--- src/rtl/sync_shot_sequencer.sv ---
// sync_shot_sequencer: start -> opto mark -> programmed delay -> fire -> debounced wire -> trigger -> detector handshake.
module sync_shot_sequencer #(
  parameter int CNT_W         = 24,
  parameter int FIRE_WIDTH    = 50,
  parameter int TRIG_WIDTH    = 10,
  parameter int DEBOUNCE      = 16,
  parameter int OPTO_TIMEOUT  = 2_500_000,
  parameter int WIRE_TIMEOUT  = 5_000,
  parameter int READY_TIMEOUT = 500_000
) (
  input  logic             clk,
  input  logic             reset,
  input  logic             start,
  input  logic [CNT_W-1:0] fire_delay,
  input  logic             fg_opto,
  input  logic             wire_sensor,
  input  logic             detector_ready,
  output logic             detonator_fire,
  output logic             output_trigger,
  output logic             busy,
  output logic             done,
  output logic [1:0]       err_code
);
  localparam int DB_W = $clog2(DEBOUNCE + 1);
  typedef enum logic [3:0] {IDLE, WAIT_OPTO, DELAY, FIRE, WAIT_WIRE, TRIGGER, WAIT_READY, DONE, ERROR} state_t;
  state_t state_q, state_d;
  logic [CNT_W-1:0] cnt_q, cnt_d, dly_q, dly_d;
  logic [DB_W-1:0] deb_q, deb_d;
  // bit 0/1: synchronizer stages, bit 2: delay flop for edge detection
  logic [2:0] start_s_q, opto_s_q, wire_s_q, rdy_s_q;
  logic seen_fall_q, seen_fall_d, fire_q, fire_d, trig_q, trig_d;
  logic busy_q, busy_d, done_q, done_d;
  logic [1:0] err_q, err_d;
  logic start_rise, opto_rise, rdy_rise, rdy_fall, cnt_zero;
  assign start_rise = start_s_q[1] & ~start_s_q[2];
  assign opto_rise = opto_s_q[1] & ~opto_s_q[2];
  assign rdy_rise = rdy_s_q[1] & ~rdy_s_q[2];
  assign rdy_fall = ~rdy_s_q[1] & rdy_s_q[2];
  assign cnt_zero = cnt_q == '0;
  always_comb begin
    state_d = state_q;
    cnt_d = cnt_zero ? cnt_q : cnt_q - CNT_W'(1);
    dly_d = dly_q;
    deb_d = '0;
    seen_fall_d = seen_fall_q;
    fire_d = 1'b0;
    trig_d = 1'b0;
    err_d = err_q;
    case (state_q)
      IDLE, DONE, ERROR:
        if (start_rise) begin
          state_d = WAIT_OPTO;
          dly_d = fire_delay;
          err_d = 2'd0;
          cnt_d = CNT_W'(OPTO_TIMEOUT - 1);
        end
      WAIT_OPTO:
        if (opto_rise) begin
          state_d = DELAY;
          cnt_d = dly_q;
        end else if (cnt_zero) begin
          state_d = ERROR;
          err_d = 2'd1;
        end
      DELAY:
        if (cnt_zero) begin
          state_d = FIRE;
          fire_d = 1'b1;
          cnt_d = CNT_W'(FIRE_WIDTH - 1);
        end
      FIRE:
        if (cnt_zero) begin
          state_d = WAIT_WIRE;
          cnt_d = CNT_W'(WIRE_TIMEOUT - 1);
        end else fire_d = 1'b1;
      WAIT_WIRE: begin
        deb_d = wire_s_q[1] ? deb_q + DB_W'(1) : '0;
        if (deb_d == DB_W'(DEBOUNCE)) begin
          state_d = TRIGGER;
          trig_d = 1'b1;
          cnt_d = CNT_W'(TRIG_WIDTH - 1);
        end else if (cnt_zero) begin
          state_d = ERROR;
          err_d = 2'd2;
        end
      end
      TRIGGER:
        if (cnt_zero) begin
          state_d = WAIT_READY;
          seen_fall_d = 1'b0;
          cnt_d = CNT_W'(READY_TIMEOUT - 1);
        end else trig_d = 1'b1;
      WAIT_READY:
        if (seen_fall_q && rdy_rise) state_d = DONE;
        else if (cnt_zero) begin
          state_d = ERROR;
          err_d = 2'd3;
        end else if (rdy_fall) seen_fall_d = 1'b1;
      default: state_d = IDLE;
    endcase
    busy_d = !(state_d inside {IDLE, DONE, ERROR});
    done_d = state_d == DONE;
  end
  always_ff @(posedge clk) begin
    if (reset) begin
      state_q <= IDLE;
      cnt_q <= '0;
      dly_q <= '0;
      deb_q <= '0;
      start_s_q <= '0;
      opto_s_q <= '0;
      wire_s_q <= '0;
      rdy_s_q <= '0;
      seen_fall_q <= 1'b0;
      fire_q <= 1'b0;
      trig_q <= 1'b0;
      busy_q <= 1'b0;
      done_q <= 1'b0;
      err_q <= '0;
    end else begin
      state_q <= state_d;
      cnt_q <= cnt_d;
      dly_q <= dly_d;
      deb_q <= deb_d;
      start_s_q <= {start_s_q[1:0], start};
      opto_s_q <= {opto_s_q[1:0], fg_opto};
      wire_s_q <= {wire_s_q[1:0], wire_sensor};
      rdy_s_q <= {rdy_s_q[1:0], detector_ready};
      seen_fall_q <= seen_fall_d;
      fire_q <= fire_d;
      trig_q <= trig_d;
      busy_q <= busy_d;
      done_q <= done_d;
      err_q <= err_d;
    end
  end
  assign detonator_fire = fire_q;
  assign output_trigger = trig_q;
  assign busy = busy_q;
  assign done = done_q;
  assign err_code = err_q;
endmodule

--- config.mk ---
export PLATFORM = sky130hd
export DESIGN_NAME = sync_shot_sequencer
export DESIGN_NICKNAME = d
export VERILOG_FILES = /design/src/rtl/sync_shot_sequencer.sv
export SDC_FILE = /design/constraint.sdc
export NUM_CORES = 1
export LEC_CHECK = 0
export CAP_MARGIN = 20
export CORE_MARGIN = 1.5
export CORE_UTILIZATION = 35
export DETAILED_ROUTE_END_ITERATION = 7
export GPL_TIMING_DRIVEN = 0
export PLACE_DENSITY = 0.51
export SLEW_MARGIN = 20
export SYNTH_ARGS = -nofsm -noshare
export SYNTH_HDL_FRONTEND = slang
export SYNTH_SLANG_ARGS = --single-unit
--- constraint.sdc ---
create_clock -name clk -period 3.3 [get_ports clk]
set_clock_uncertainty 0.2 [all_clocks]
set_input_delay 0.66 -clock clk [delete_from_list [all_inputs] [get_ports clk]]
set_output_delay 0.66 -clock clk [all_outputs]
set_load 0.01 [all_outputs]
==> results.toml, run 1 <==
[die]
io_pins = 36
num_rows = 37
die-area_mm2 = 0.0113
die_x_um = 107
fp.coreArea_mm2 = 0.0104
die_y_um = 107
initial_core_util_pct = 36.2

[flow_run]
max_cap_viol_count = 0

[drt]
wl_per_cell_um = 16.6
drt_iter0_drc = 191
viasPerCell = 5.36
drt_wl_total_mm = 10.9
via_count = 3521
ant_nets = 0
dr.pass1.iters = 5
drc = 0

[timing]
setup_tns_ns = 0
finalCritPeriodShare_pct = 91.5
hold_slack_ns = 0.234
finalMaxSlewViolations = 0
final.min_clock_period_ns = 3.02
rsz0062_at_grt = "false"
worst_pin_slew_ns = 0.971
slew_headroom_pct = 34.7
finalSetupViolCount = 0
fmax_ghz = 0.331
finalHoldViolCount = 0

[synth]
yosys_warnings = 0
syn_area_per_cell_um2 = 7.96
yosysMostFrequentCell = "nand2_1"
synth_top_cells_by_count = "nand2_1 (84), dfxtp_1 (75), a21oi_1 (49)"
synth.top_cells.by_area = "dfxtp_1 (40%), nand2_1 (8.4%), a21oi_1 (6.5%)"
yosys_register_bits = 75
ys.flop_type = "dfxtp_1"
synthArstFlopShare_pct = 0
netlist_instances = 471
synth_top_area_share_pct = 40.0
synth_fp_nets = 504
ys_seq_area_share_pct = 40.0
yosysTopAreaCell = "dfxtp_1"
synth-edff-count = 0
syn_area_mm2 = 0.00375
synth_cell_types = 59

[global_routing]
grt_overflow = 0
grt_pass1_vias = 3387
grt_max_degree = 13
antenna_found_initial = 0
grt_pass1_wl_mm = 17.7
grt_util_all_layers_pct = 20.4

[cells_and_area]
diodes = 0
synthToLayoutAreaGrowth_pct = 18.2
nNetsFinal = 550
fin_cells = 657
drive_above_1_share_pct = 6.33

[setup_path]
cp-end-kind = "flip-flop"
crit_fanout = 7
cp.required_ns = 3.34
critPathKind = "reg -> reg"
cp-start-kind = "flip-flop"
cp.arrival_ns = 3.06

[cts]
clkLatencyLatePin_ns = 0.36
cts.root.buffer_cell = "clkbuf_8"
cts_tree = "done"
clkSlewWorstSetupHoldPaths_ns = 0.08
clk_path_buf_depth = 2
clkSinkCount = 75
cts_buffers = 9
htree_levels = 3

[placement]
placed_cells = 642
numPortBuffers = 35
place_hpwl_mm = 7.92
globalplace.congestion = 0.925

[power_and_ir_drop]
powerDensity_mw_per_mm2 = 812
p_leak_uw = 0.00153
ir_worst_vdd_mv = 0.306

[min_path]
hold_path_class = "reg -> reg"

[run_status]
outcome = "finished, final reports clean"
-- repair_timing --
| action | 4_1_cts | 5_1_grt |
|---|---|---|
| hold buffers | 0 | 0 |
| setup endpoints to repair | 0 | 2 |
| resized for setup | 0 | 2 |
| setup buffers | 0 | 0 |
-- per-stage QoR --
| step | cell area [um2] | util (%) | power, uW | setup slack [ns] |
|---|---|---|---|---|
| floorplan | 3750 | - | 2530 | 0.728 |
| global placement | 4270 | 41.2 | 2960 | 0.142 |
| detailed placement | 4270 | 41.2 | 2980 | 0.180 |
| CTS | 4430 | 42.7 | 3590 | 0.159 |
| global route | 4430 | 42.7 | 3870 | 0.0424 |
| finish | 4430 | 42.7 | 3600 | 0.280 |
-- routing by layer --
metal	vias up	GRT usage (%)	wire, um
met3	18	5.33	638
met2	95	31.9	4760
met1	1629	27.5	5260
li1	1779	-	-
met4	0	6.48	215
met5	-	0	0
-- final cells by class --
class | count | area (um2)
fill | 1118 | 5940
multi-input combinational | 361 | 2110
sequential | 75 | 1500
timing repair buffer | 35 | 350
tap | 136 | 170
clock buffer | 10 | 128
buffer | 27 | 109
clock inverter | 5 | 31.3
inverter | 8 | 30.0
-- cells in the final DEF (no fill, tap or decap), types with 5 or more instances in the layout --
cell and count:
a21oi_1 49, a31oi_1 6, buf_2 5, clkbuf_1 21, clkbuf_8 9, clkdlybuf4s50_1 35, dfxtp_1 75, inv_1 8
nand2_1 84, nand2b_1 6, nand3_1 9, nor2_1 29, nor2b_1 14, nor3_1 22, nor3b_1 6, nor4_1 9
o21ai_0 20, or3_1 6, xnor2_1 15
-- report_power, final --
| part | leakage [uW] | switching [uW] | total [uW] | internal (uW) |
|---|---|---|---|---|
| Clock | 0.0000819 | 342 | 608 | 266 |
| Sequential | 0.000611 | 168 | 1230 | 1060 |
| Combinational | 0.000837 | 1030 | 1760 | 721 |
-- path summary, 6_finish.rpt --
| kind | startpoint | endpoint | slack (ns) | depth (start not counted) |
|---|---|---|---|---|
| worst max register to register | deb_q[0] | cnt_q[6] | 0.28 | 7 |
| worst max-delay path | deb_q[0] | cnt_q[6] | 0.28 | 7 |
| worst min-delay path | opto_s_q[0] | opto_s_q[1] | 0.23 | 1 |
| worst min register to register | opto_s_q[0] | opto_s_q[1] | 0.23 | 1 |
-- sequential cells by signal (all words and copies together), names as in the netlist, 3 cells and up --
register,count
cnt_q,24
rdy_s_q,3
state_q,4
opto_s_q,3
start_s_q,3
deb_q,5
dly_q,24
-- cells by family after synthesis --
| group | synth area share, % |
|---|---|
| multiplexers | 0.801 |
| flip-flops | 40.0 |
| adder cells (fa/ha/maj) | 1.00 |
| buffers and inverters | 3.67 |
| AND/OR/NAND/NOR | 29.3 |
| AO/OA/AOI/OAI | 20.8 |
| XOR/XNOR | 4.44 |
-- critical path, stage by stage, from the launching register on --
cell and delay [ns]:
dfxtp_1 0.35, ha_1 0.26, nor3b_1 0.21, a31oi_1 0.09, o21ai_1 0.40, nor3b_1 0.83, a21o_1 0.40, o21ai_0 0.17
(Power assumes the default switching activity.)
==> inputs of run 2 (changes only) <==
Settings changed: CORE_MARGIN 1.5 to 8.
==> results.toml, run 2 (synthesis results as in run 1) <==
[setup_path]
worst-path-buf-inv = 0
worstPathCellList = "ha_1, nor3b_1, a31oi_1, o21ai_1, nor3b_1, a21o_1, o22ai_1"
cp.arrival_ns = 3.09
cp.required_ns = 3.32
critPathMaxStageDelay_ns = 0.86
cp-end-kind = "flip-flop"
cp-start-kind = "flip-flop"
critPathKind = "reg -> reg"
slowest_stage = "nor3b_1"
crit_fanout = 7
cp_top_family = "simple AND/OR/NAND/NOR gates"
path_common_cell = "nor3b_1"

[cts]
clkLatencyLatePin_ns = 0.36
clk_path_buf_depth = 2
clkSinkCount = 75
cts_tree = "done"
post_cts_resized = 0
cts.root.buffer_cell = "clkbuf_8"
cts_buffers = 9
htree_levels = 3
holdBufCountCts = 0
clkSlewWorstSetupHoldPaths_ns = 0.09
post_cts_buffers = 0

[run_status]
outcome = "finished, final reports clean"

[flow_run]
max_cap_viol_count = 0

[power_and_ir_drop]
powerDensity_mw_per_mm2 = 823
ir_worst_vdd_mv = 0.251
p_leak_uw = 0.00153
finalPower_uw = 3670

[timing]
hold_slack_ns = 0.242
setup_tns_ns = 0
rsz0062_at_grt = "false"
worst_pin_slew_ns = 1.02
fmax_ghz = 0.327
finalCritPeriodShare_pct = 92.8
finalSetupViolCount = 0
final.min_clock_period_ns = 3.06
finalMaxSlewViolations = 0
slew_headroom_pct = 31.8
finalHoldViolCount = 0

[drt]
viasPerCell = 5.44
via_count = 3581
drt_iter0_drc = 309
drt_wl_total_mm = 11.0
ant_nets = 0
wl_per_cell_um = 16.7
dr.pass1.iters = 7
drc = 0

[cells_and_area]
synthToLayoutAreaGrowth_pct = 18.8
layout_commonest_cell = "nand2_1"
diodes = 0
final_cell_mix = "nand2_1 (84), dfxtp_1 (75), a21oi_1 (49)"
fin_cells = 658
largestRegisters = "cnt_q x24, dly_q x24, deb_q x5"
utilization_pct = 43.0
fillers = 1099
nNetsFinal = 550
drive_above_1_share_pct = 6.51

[min_path]
hold_path_class = "reg -> reg"

[global_routing]
grt_pass1_vias = 3355
antenna_found_initial = 0
grt_util_all_layers_pct = 15.6
grt_pass1_wl_mm = 17.8
grt_max_degree = 16
grt_overflow = 0

[placement]
numPortBuffers = 35
placed_cells = 642
place_hpwl_mm = 8.14
globalplace.congestion = 0.889

[die]
die-area_mm2 = 0.0143
io_pins = 36
die_x_um = 120
initial_core_util_pct = 36.2
fp.coreArea_mm2 = 0.0104
num_rows = 37
die_y_um = 120
==> run 2: power by group <==
group / switching, uW / total [uW] / leakage [uW] / internal [uW]
Clock: 389 / 673 / 0.0000908 / 285
Sequential: 170 / 1230 / 0.000611 / 1060
Combinational: 1040 / 1760 / 0.000833 / 721
==> run 2: final timing paths <==
kind	start	to	slack, ns	cells past startpoint
hold reg to reg	start_s_q[0]	start_s_q[1]	0.24	1
setup reg to reg	deb_q[0]	cnt_q[5]	0.24	7
setup / recovery	deb_q[0]	cnt_q[5]	0.24	7
hold / removal	start_s_q[0]	start_s_q[1]	0.24	1
==> run 2: metrics by stage <==
step / area (um2) / setup slack [ns]
6_report: 4450 / 0.238
5_1_grt: 4450 / 0.0660
4_1_cts: 4450 / 0.186
3_5_place_dp: 4270 / 0.201
3_3_place_gp: 4270 / 0.206
2_1_floorplan: 3750 / 0.728
==> run 2: final cells by class <==
cell class                      count  area [um2]  share of cell area [%]
Multi-Input combinational cell    361        2110                    47.4
Sequential cell                    75        1500                    33.7
Timing Repair Buffer               35         350                    7.87
Tap cell                          136         170                    3.82
Clock buffer                        9         124                    2.78
Buffer                             27         108                    2.42
Clock inverter                      7        60.1                    1.35
Inverter                            8        30.0                   0.674
==> run 2: routing by layer <==
layer / vias up / global-route usage, % / part of all wire [%]
li1: 1775 / - / -
met1: 1694 / 21.4 / 49
met2: 101 / 24.4 / 46
met3: 11 / 2.58 / 4.6
met4: 0 / 4.92 / 0.74
met5: - / 0 / 0
==> run 2: worst register-to-register path, cell delays in order (launching register included) <==
cell and delay, ns:
dfxtp_1 0.35, ha_1 0.26, nor3b_1 0.22, a31oi_1 0.08, o21ai_1 0.42, nor3b_1 0.86, a21o_1 0.41, o22ai_1 0.15
